--- config.mk ---
export PLATFORM = sky130hd
export DESIGN_NAME = spi_frame_deserializer
export DESIGN_NICKNAME = d
export VERILOG_FILES = /design/src/rtl/spi_frame_deserializer.sv
export SDC_FILE = /design/constraint.sdc
export NUM_CORES = 1
export LEC_CHECK = 0
export CAP_MARGIN = 20
export CORE_ASPECT_RATIO = 2
export CORE_MARGIN = 3
export CORE_UTILIZATION = 60
export DETAILED_ROUTE_END_ITERATION = 16
export PLACE_DENSITY = 0.8
export RECOVER_POWER = 50
export SLEW_MARGIN = 5
export SYNTH_ARGS = -nofsm -noshare
export SYNTH_HDL_FRONTEND = slang
export SYNTH_SLANG_ARGS = --single-unit
--- constraint.sdc ---
create_clock -name clk -period 4.8 [get_ports clk]
set_input_delay 0.72 -clock clk [delete_from_list [all_inputs] [get_ports clk]]
set_output_delay 0.72 -clock clk [all_outputs]
set_load 0.02 [all_outputs]
--- src/rtl/spi_frame_deserializer.sv ---
// spi_frame_deserializer: receives a 4-channel serial ADC frame on the TX SCLK
// domain, splits it into right-justified (optionally sign-extended) 24-bit
// samples and queues them in a small valid/ready FIFO.
module spi_frame_deserializer #(
  parameter int DEPTH = 4
) (
  input  logic        clk,
  input  logic        rst,
  input  logic        sdi,
  input  logic        cs_n,
  input  logic [4:0]  cfg_bits,
  input  logic        cfg_sext,
  output logic [23:0] out_data,
  output logic [1:0]  out_ch,
  output logic        out_valid,
  input  logic        out_ready,
  output logic        frame_done,
  output logic        frame_err,
  output logic        overflow,
  input  logic        ovf_clr
);

  localparam int AW = (DEPTH > 1) ? $clog2(DEPTH) : 1;

  typedef enum logic {
    S_IDLE,
    S_RX
  } state_t;

  state_t      r_state;
  logic [4:0]  r_nm1;
  logic [4:0]  r_neff;
  logic        r_sext;
  logic [4:0]  r_bit_idx;
  logic [2:0]  r_ch_idx;
  logic        r_extra;
  logic [23:0] r_shift;
  logic        r_frame_done;
  logic        r_frame_err;
  logic        r_overflow;

  logic [25:0]   r_mem [DEPTH];
  logic [AW-1:0] r_wr_ptr;
  logic [AW-1:0] r_rd_ptr;
  logic [AW:0]   r_count;

  logic        w_start;
  logic        w_sample;
  logic [4:0]  w_nm1;
  logic [4:0]  w_neff;
  logic        w_sext;
  logic [4:0]  w_bit;
  logic [2:0]  w_ch;
  logic [23:0] w_shift;
  logic [23:0] w_shift_nxt;
  logic        w_last;
  logic        w_push;
  logic [23:0] w_lowmask;
  logic        w_sign;
  logic [23:0] w_word;
  logic        w_pop;
  logic        w_full;
  logic        w_accept;
  logic        w_drop;

  // The first sampled edge of a frame uses the live configuration and fresh
  // counters, so the start edge and the in-frame edges share one datapath.
  always_comb begin
    w_start     = (r_state == S_IDLE);
    w_sample    = !cs_n;
    w_nm1       = w_start ? cfg_bits : r_nm1;
    w_neff      = w_start ? ((cfg_bits >= 5'd23) ? 5'd24 : cfg_bits + 5'd1) : r_neff;
    w_sext      = w_start ? cfg_sext : r_sext;
    w_bit       = w_start ? '0 : r_bit_idx;
    w_ch        = w_start ? '0 : r_ch_idx;
    w_shift     = w_start ? '0 : r_shift;
    w_shift_nxt = (w_bit < w_neff) ? {w_shift[22:0], sdi} : w_shift;
    w_last      = (w_bit == w_nm1);
    w_push      = w_sample && !w_ch[2] && w_last;
    w_lowmask   = ~(24'hFFFFFF << w_neff);
    w_sign      = w_shift_nxt[w_neff - 5'd1];
    w_word      = (w_sext && w_sign) ? (w_shift_nxt | ~w_lowmask)
                                     : (w_shift_nxt & w_lowmask);
  end

  always_comb begin
    w_pop    = out_valid && out_ready;
    w_full   = (r_count == (AW+1)'(DEPTH));
    w_accept = w_push && (!w_full || w_pop);
    w_drop   = w_push && w_full && !w_pop;
  end

  // Bits past the fourth word are tracked by a flag rather than a saturating
  // bit total; this gives the same done/err decision and stays exact for N=32,
  // where 4N lies beyond the saturation point.
  always_ff @(posedge clk) begin
    if (rst) begin
      r_state      <= S_IDLE;
      r_nm1        <= '0;
      r_neff       <= '0;
      r_sext       <= 1'b0;
      r_bit_idx    <= '0;
      r_ch_idx     <= '0;
      r_extra      <= 1'b0;
      r_shift      <= '0;
      r_frame_done <= 1'b0;
      r_frame_err  <= 1'b0;
    end else begin
      r_frame_done <= 1'b0;
      r_frame_err  <= 1'b0;
      if (w_sample) begin
        r_state <= S_RX;
        r_nm1   <= w_nm1;
        r_neff  <= w_neff;
        r_sext  <= w_sext;
        r_extra <= (!w_start && r_extra) || w_ch[2];
        if (!w_ch[2]) begin
          if (w_last) begin
            r_shift   <= '0;
            r_bit_idx <= '0;
            r_ch_idx  <= w_ch + 3'd1;
          end else begin
            r_shift   <= w_shift_nxt;
            r_bit_idx <= w_bit + 5'd1;
            r_ch_idx  <= w_ch;
          end
        end
      end else if (r_state == S_RX) begin
        r_state <= S_IDLE;
        if (r_ch_idx[2] && !r_extra) begin
          r_frame_done <= 1'b1;
        end else begin
          r_frame_err <= 1'b1;
        end
      end
    end
  end

  always_ff @(posedge clk) begin
    if (rst) begin
      r_wr_ptr   <= '0;
      r_rd_ptr   <= '0;
      r_count    <= '0;
      r_overflow <= 1'b0;
      for (int unsigned i = 0; i < DEPTH; i++) begin
        r_mem[i] <= '0;
      end
    end else begin
      if (w_accept) begin
        r_mem[r_wr_ptr] <= {w_ch[1:0], w_word};
        r_wr_ptr        <= r_wr_ptr + 1'b1;
      end
      if (w_pop) begin
        r_rd_ptr <= r_rd_ptr + 1'b1;
      end
      case ({w_accept, w_pop})
        2'b10:   r_count <= r_count + 1'b1;
        2'b01:   r_count <= r_count - 1'b1;
        default: r_count <= r_count;
      endcase
      if (w_drop) begin
        r_overflow <= 1'b1;
      end else if (ovf_clr) begin
        r_overflow <= 1'b0;
      end
    end
  end

  assign out_valid  = (r_count != '0);
  assign out_data   = r_mem[r_rd_ptr][23:0];
  assign out_ch     = r_mem[r_rd_ptr][25:24];
  assign frame_done = r_frame_done;
  assign frame_err  = r_frame_err;
  assign overflow   = r_overflow;

endmodule

Word level (Yosys, flattened, before mapping)
Memories as Yosys holds them, arrays and structs flattened. A register that Yosys moved wholly into a read port is not among the register bits. Cells that the tools add are included.

Register bits: 55. Bits in writable memories: 104. Output and inout bits: 30. Memories: 1.

Memory list: r_mem (words 4, width 26, read ports 1, clocked after Yosys merged registers in 1, wr ports 4, RTL line 42) `logic [25:0] r_mem [DEPTH];`.

Add/sub/neg operators: 8. Magnitude comparators: 3. Equality and inequality tests: 4. Shifts and indexed selects: 1. Mux-type cells: 30. Bitwise gates (word level): 7. Reduce and logical (&&, ||, !) cells: 22.

Operator list (count): 24-bit 2-to-1 mux (4); 24-bit inverter (2); 26-bit 2-to-1 mux (1); 26-bit OR reduction (1); 5-bit 2-to-1 mux (5); 24-bit AND (1); 24-bit bitwise OR (1); 24-bit by 5-bit left shift with 24-bit output (first input constant) (1); 1-bit 2-to-1 mux (13); 5-bit by 1-bit adder with 5-bit output (second input constant) (2); 1-bit logical AND (9); 3-bit by 1-bit adder with 3-bit output (second input constant) (2); 5-bit by 6-bit less-than comparator with 1-bit output (second input constant) (1); 2-bit 2-to-1 mux (3); 3-bit 2-to-1 mux (2); 3-bit one-hot mux with 2 select lines (1); 1-bit binary-select mux with 5-bit select (1); 5-bit equality test (1); 5-bit greater-or-equal comparator (second input constant) (1); 1-bit zero test (5); 5-bit less-than comparator (1); 5-bit by 1-bit subtractor with 5-bit output (second input constant) (1); 2-bit by 1-bit adder with 2-bit output (second input constant) (2); 2-bit nonzero test (2); 9 further kinds (12).

Depth between registers and ports, before layout
Depth in word-level cells: 10. Depth in mapped cells: 19. Gate-level depth less buffers: 15.

Worst setup path after synthesis
Ideal clock, no wire load.

Path kind: input to register. From: input port cfg_bits[0]. To: memory r_mem[1][17], data pin. Arrival time: 4.227 ns. Data required time: 4.535 ns. Slack: 0.308 ns. Cell stages on the path: 19. Buffers on the path: 4. Path through: ha_1 > buf_2 > a211oi_1 > o21ai_1 > o21a_1 > clkbuf_1 > ha_1 > o221ai_1 > a31oi_1 > a21bo_2 > nand2_4 > buf_4 > mux2i_1 > o221ai_1 > a211oi_1 > o31ai_4 > buf_6 > a32oi_1 > nor2_1.

RTL lines: start: declaration (RTL line 11) `input logic [4:0] cfg_bits,`; end: declaration (RTL line 42).

==> flow_summary.json <==
{
  "insertion_delay_ps": 430,
  "worstSetupPathType": "in -> reg",
  "fin_nets": 880,
  "drt_iter0_drc": 563,
  "crit_fanout": 25,
  "synth_compound_area_share_pct": 15.45,
  "async_flop_share_pct": 0,
  "path_cells": "clkdlybuf4s50_1, ha_1, a211oi_2, o21ai_1, o21a_1, ha_1, o221ai_1, a31oi_1, a21bo_2, nand2_4, buf_4, a31oi_1, a221oi_1, a211oi_2, o31ai_4, buf_12, a21oi_1, nor3_1",
  "finalMaxSlewViolations": 88,
  "worstPathArrival_ps": 4780,
  "wl_mm": 22.68,
  "worst_pin_slew_ps": 2459,
  "powerDensity_nw_per_um2": 396.7,
  "synth_top_area_cell": "edfxtp_1",
  "synthTopCellsByArea": "edfxtp_1 (38%), dfxtp_1 (14%), nor2_1 (8.2%)",
  "setup_violations": 0,
  "clock_path_buffers": 2,
  "hold_class": "reg -> reg",
  "syn_inst": 797,
  "cts.repair.resized": 0,
  "grt_start_max_net_pins": 61,
  "initial_utilization_pct": 62.11,
  "clk_pin_slew_ps": 70,
  "critical_path_buf_inv_count": 3,
  "syn_avg_cell_area_sq_um": 10.24,
  "cts-htree-levels": 4,
  "grt_usage_pct": 31.42,
  "dp_hpwl_mm": 16.32,
  "required_ps": 5020,
  "synth_cell_types": 69,
  "yosys_register_bits": 161,
  "maxCapViolations": 3,
  "rr_startpoint": "r_state$_SDFF_PP0_",
  "die_area_sq_um": 15120,
  "first_global_vias": 6835,
  "drc": 0,
  "cts_buffers": 17,
  "vias": 6677,
  "drive_gt1_share_pct": 16.13,
  "ys_warn_count": 0,
  "endpoint_kind": "register",
  "die_x_microns": 88.47,
  "synth_top_cell_area_share_pct": 38.26,
  "ir_drop_mv": 0.2628,
  "postRouteAntennaNets": 0,
  "hold_viol": 0,
  "grt_setup_unrepaired": "false",
  "cts_tree": "yes",
  "die_h_microns": 170.9,
  "synthXorXnorAreaFrac_pct": 1.288,
  "vias_per_cell": 6.508,
  "synth-seq-area-share_pct": 52.25,
  "num_antenna_cells": 0,
  "hp-start": "r_extra$_SDFFE_PP0N_",
  "yosys.area_share.simple_pct": 17.06,
  "holdBufCountCts": 0,
  "synth_top_family_by_area": "simple AND/OR/NAND/NOR gates",
  "synth_area_sq_um": 8162,
  "synthFlopType": "edfxtp_1",
  "fmax_mhz": 219.3,
  "synth_edf_count": 104,
  "cp_slowest_cell": "clkdlybuf4s50_1",
  "critical_path.top_delay_family": "compound AO/OA/AOI/OAI gates",
  "antenna_found_initial": 0,
  "muxShareOfSynthArea_pct": 9.076,
  "io_pins": 42,
  "detail_route.first_pass.iterations": 5,
  "finalCritPeriodShare_pct": 95.01,
  "holdWs_ps": 455.9,
  "r2r_slack_ps": 420,
  "startpoint_type": "primary input",
  "synth-adder-area-share_pct": 1.165,
  "placed_area_sq_um": 9006,
  "crit_start": "cfg_bits[1]",
  "power.leakage_nw": 3.350,
  "cpPeakStageDelay_ps": 470,
  "cts_root_buf": "clkbuf_16",
  "slew_headroom_pct": -63.91,
  "syn2layout_area_growth_pct": 17.86,
  "grt_pass1_wl_mm": 35.54,
  "stdcell_area_sq_um": 9619,
  "period_minus_slack_ps": 4560,
  "gp_congestion": 1.029,
  "violations": "capacitance limit, slew limit",
  "coreArea_sq_um": 13140,
  "std_cell_rows": 59,
  "cts.sinks": 161,
  "routedWlPerCell_microns": 22.10,
  "cts_setup_buffers": 0,
  "fillCellCount": 968,
  "status": "finished, violations left",
  "grt_remaining_overflow": 0,
  "skew_ps": 14.27,
  "syn-num-nets": 816,
  "port_buffers": 41
}
per-stage QoR:
step	total power, mW	setup slack [ps]	TNS (ps)	util, %	std cells
2_1_floorplan	2.201	308.1	0	-	797
3_3_place_gp	2.507	-191.4	-12470	68.33	993
3_5_place_dp	2.537	-311.2	-23810	68.54	994
4_1_cts	3.847	113.5	0	73.03	1026
5_1_grt	3.953	20.77	0	73.21	1026
6_report	3.816	239.6	0	73.21	1026
registers in the layout (all words and copies together), names as in the netlist, 2 cells and up, named ones only:
| register | cells |
|---|---|
| r_neff | 5 |
| r_mem | 104 |
| r_shift | 24 |
| r_count | 3 |
| r_nm1 | 5 |
| r_rd_ptr | 2 |
| r_wr_ptr | 2 |
| r_ch_idx | 3 |
| r_bit_idx | 5 |
power breakdown:
part           total (mW)  internal, mW  switching, mW
logic               0.858         0.402          0.457
registers            1.63          1.53         0.0998
clock network        1.33         0.699          0.630
Yosys cell counts (5+ instances only):
master,instances
ha_1,6
nand2_1,67
nor2b_1,6
a31oi_1,11
nand2b_1,6
mux4_2,26
nor4_1,7
or3_1,10
xnor2_1,6
buf_2,8
edfxtp_1,104
nand3_1,12
a221oi_1,6
a21oi_1,43
a31oi_2,7
and3_1,6
inv_1,16
nor2_1,178
o21ai_0,20
clkbuf_1,40
a22oi_1,29
mux2i_1,11
dfxtp_1,57
a211oi_1,8
nor3_1,22
xor2_1,6
buf_1,5
layout make-up:
type	count	area, sq um	share of cell area [%]
Inverter	18	67.56	0.7024
Clock inverter	15	165.2	1.717
Multi-Input combinational cell	562	3635	37.79
Timing Repair Buffer	101	872.1	9.066
Clock buffer	17	425.4	4.422
Sequential cell	161	4264	44.33
Tap cell	152	190.2	1.977
placed cells by master, fill, tap and decap left out, types with 5 or more instances in the layout:
master           instances
or3_1                   10
dfxtp_1                 57
a211oi_1                 6
nor2_1                 178
a21oi_1                 43
a31oi_1                 11
nor3_1                  22
o21ai_0                 21
clkdlybuf4s50_1         10
nor2b_1                  6
clkbuf_1                 5
nor4_1                   7
nand3_1                 12
xnor2_1                  6
inv_1                   16
a221oi_1                 6
mux2i_1                  9
xor2_1                   6
a31oi_2                  7
buf_4                   54
ha_1                     6
edfxtp_1               104
and3_1                   6
dlygate4sd3_1           30
mux4_2                  26
a22oi_1                 29
clkbuf_16               17
nand2b_1                 6
nand2_1                 67
kinds of logic after synthesis:
| kind of cell | after synthesis |
|---|---|
| and+or+nand+nor | 326 |
| buffers and inverters | 74 |
| adders and majority gates | 7 |
| AOI/OAI and AO/OA | 176 |
| xor gates and xnor gates | 12 |
| muxes | 41 |
| DFF | 161 |
metal layers:
metal  vias up  track usage (%)  share of wire (%)
met4         0            19.14                6.5
met1      3218            33.73                 34
met3       102            4.482                4.7
met5         -                0                  0
met2       288            56.31                 55
li1       3069                -                  -
worst register-to-register path: cells and delay by family (launching register included):
family,cells,cell delay [ps]
AO/OA/AOI/OAI,2,440
buffers and inverters,3,1260
flip-flops,1,610
AND/OR/NAND/NOR,5,1680
worst paths after layout:
kind	end	cells after the start
min reg2reg	frame_done$_SDFF_PP0_	1
max	r_mem[1][0]$_SDFFCE_PN0P_	18
max reg2reg	r_mem[0][11]$_SDFFCE_PN0P_	10
min	frame_done$_SDFF_PP0_	1
Power figures use the tool's default switching activity.
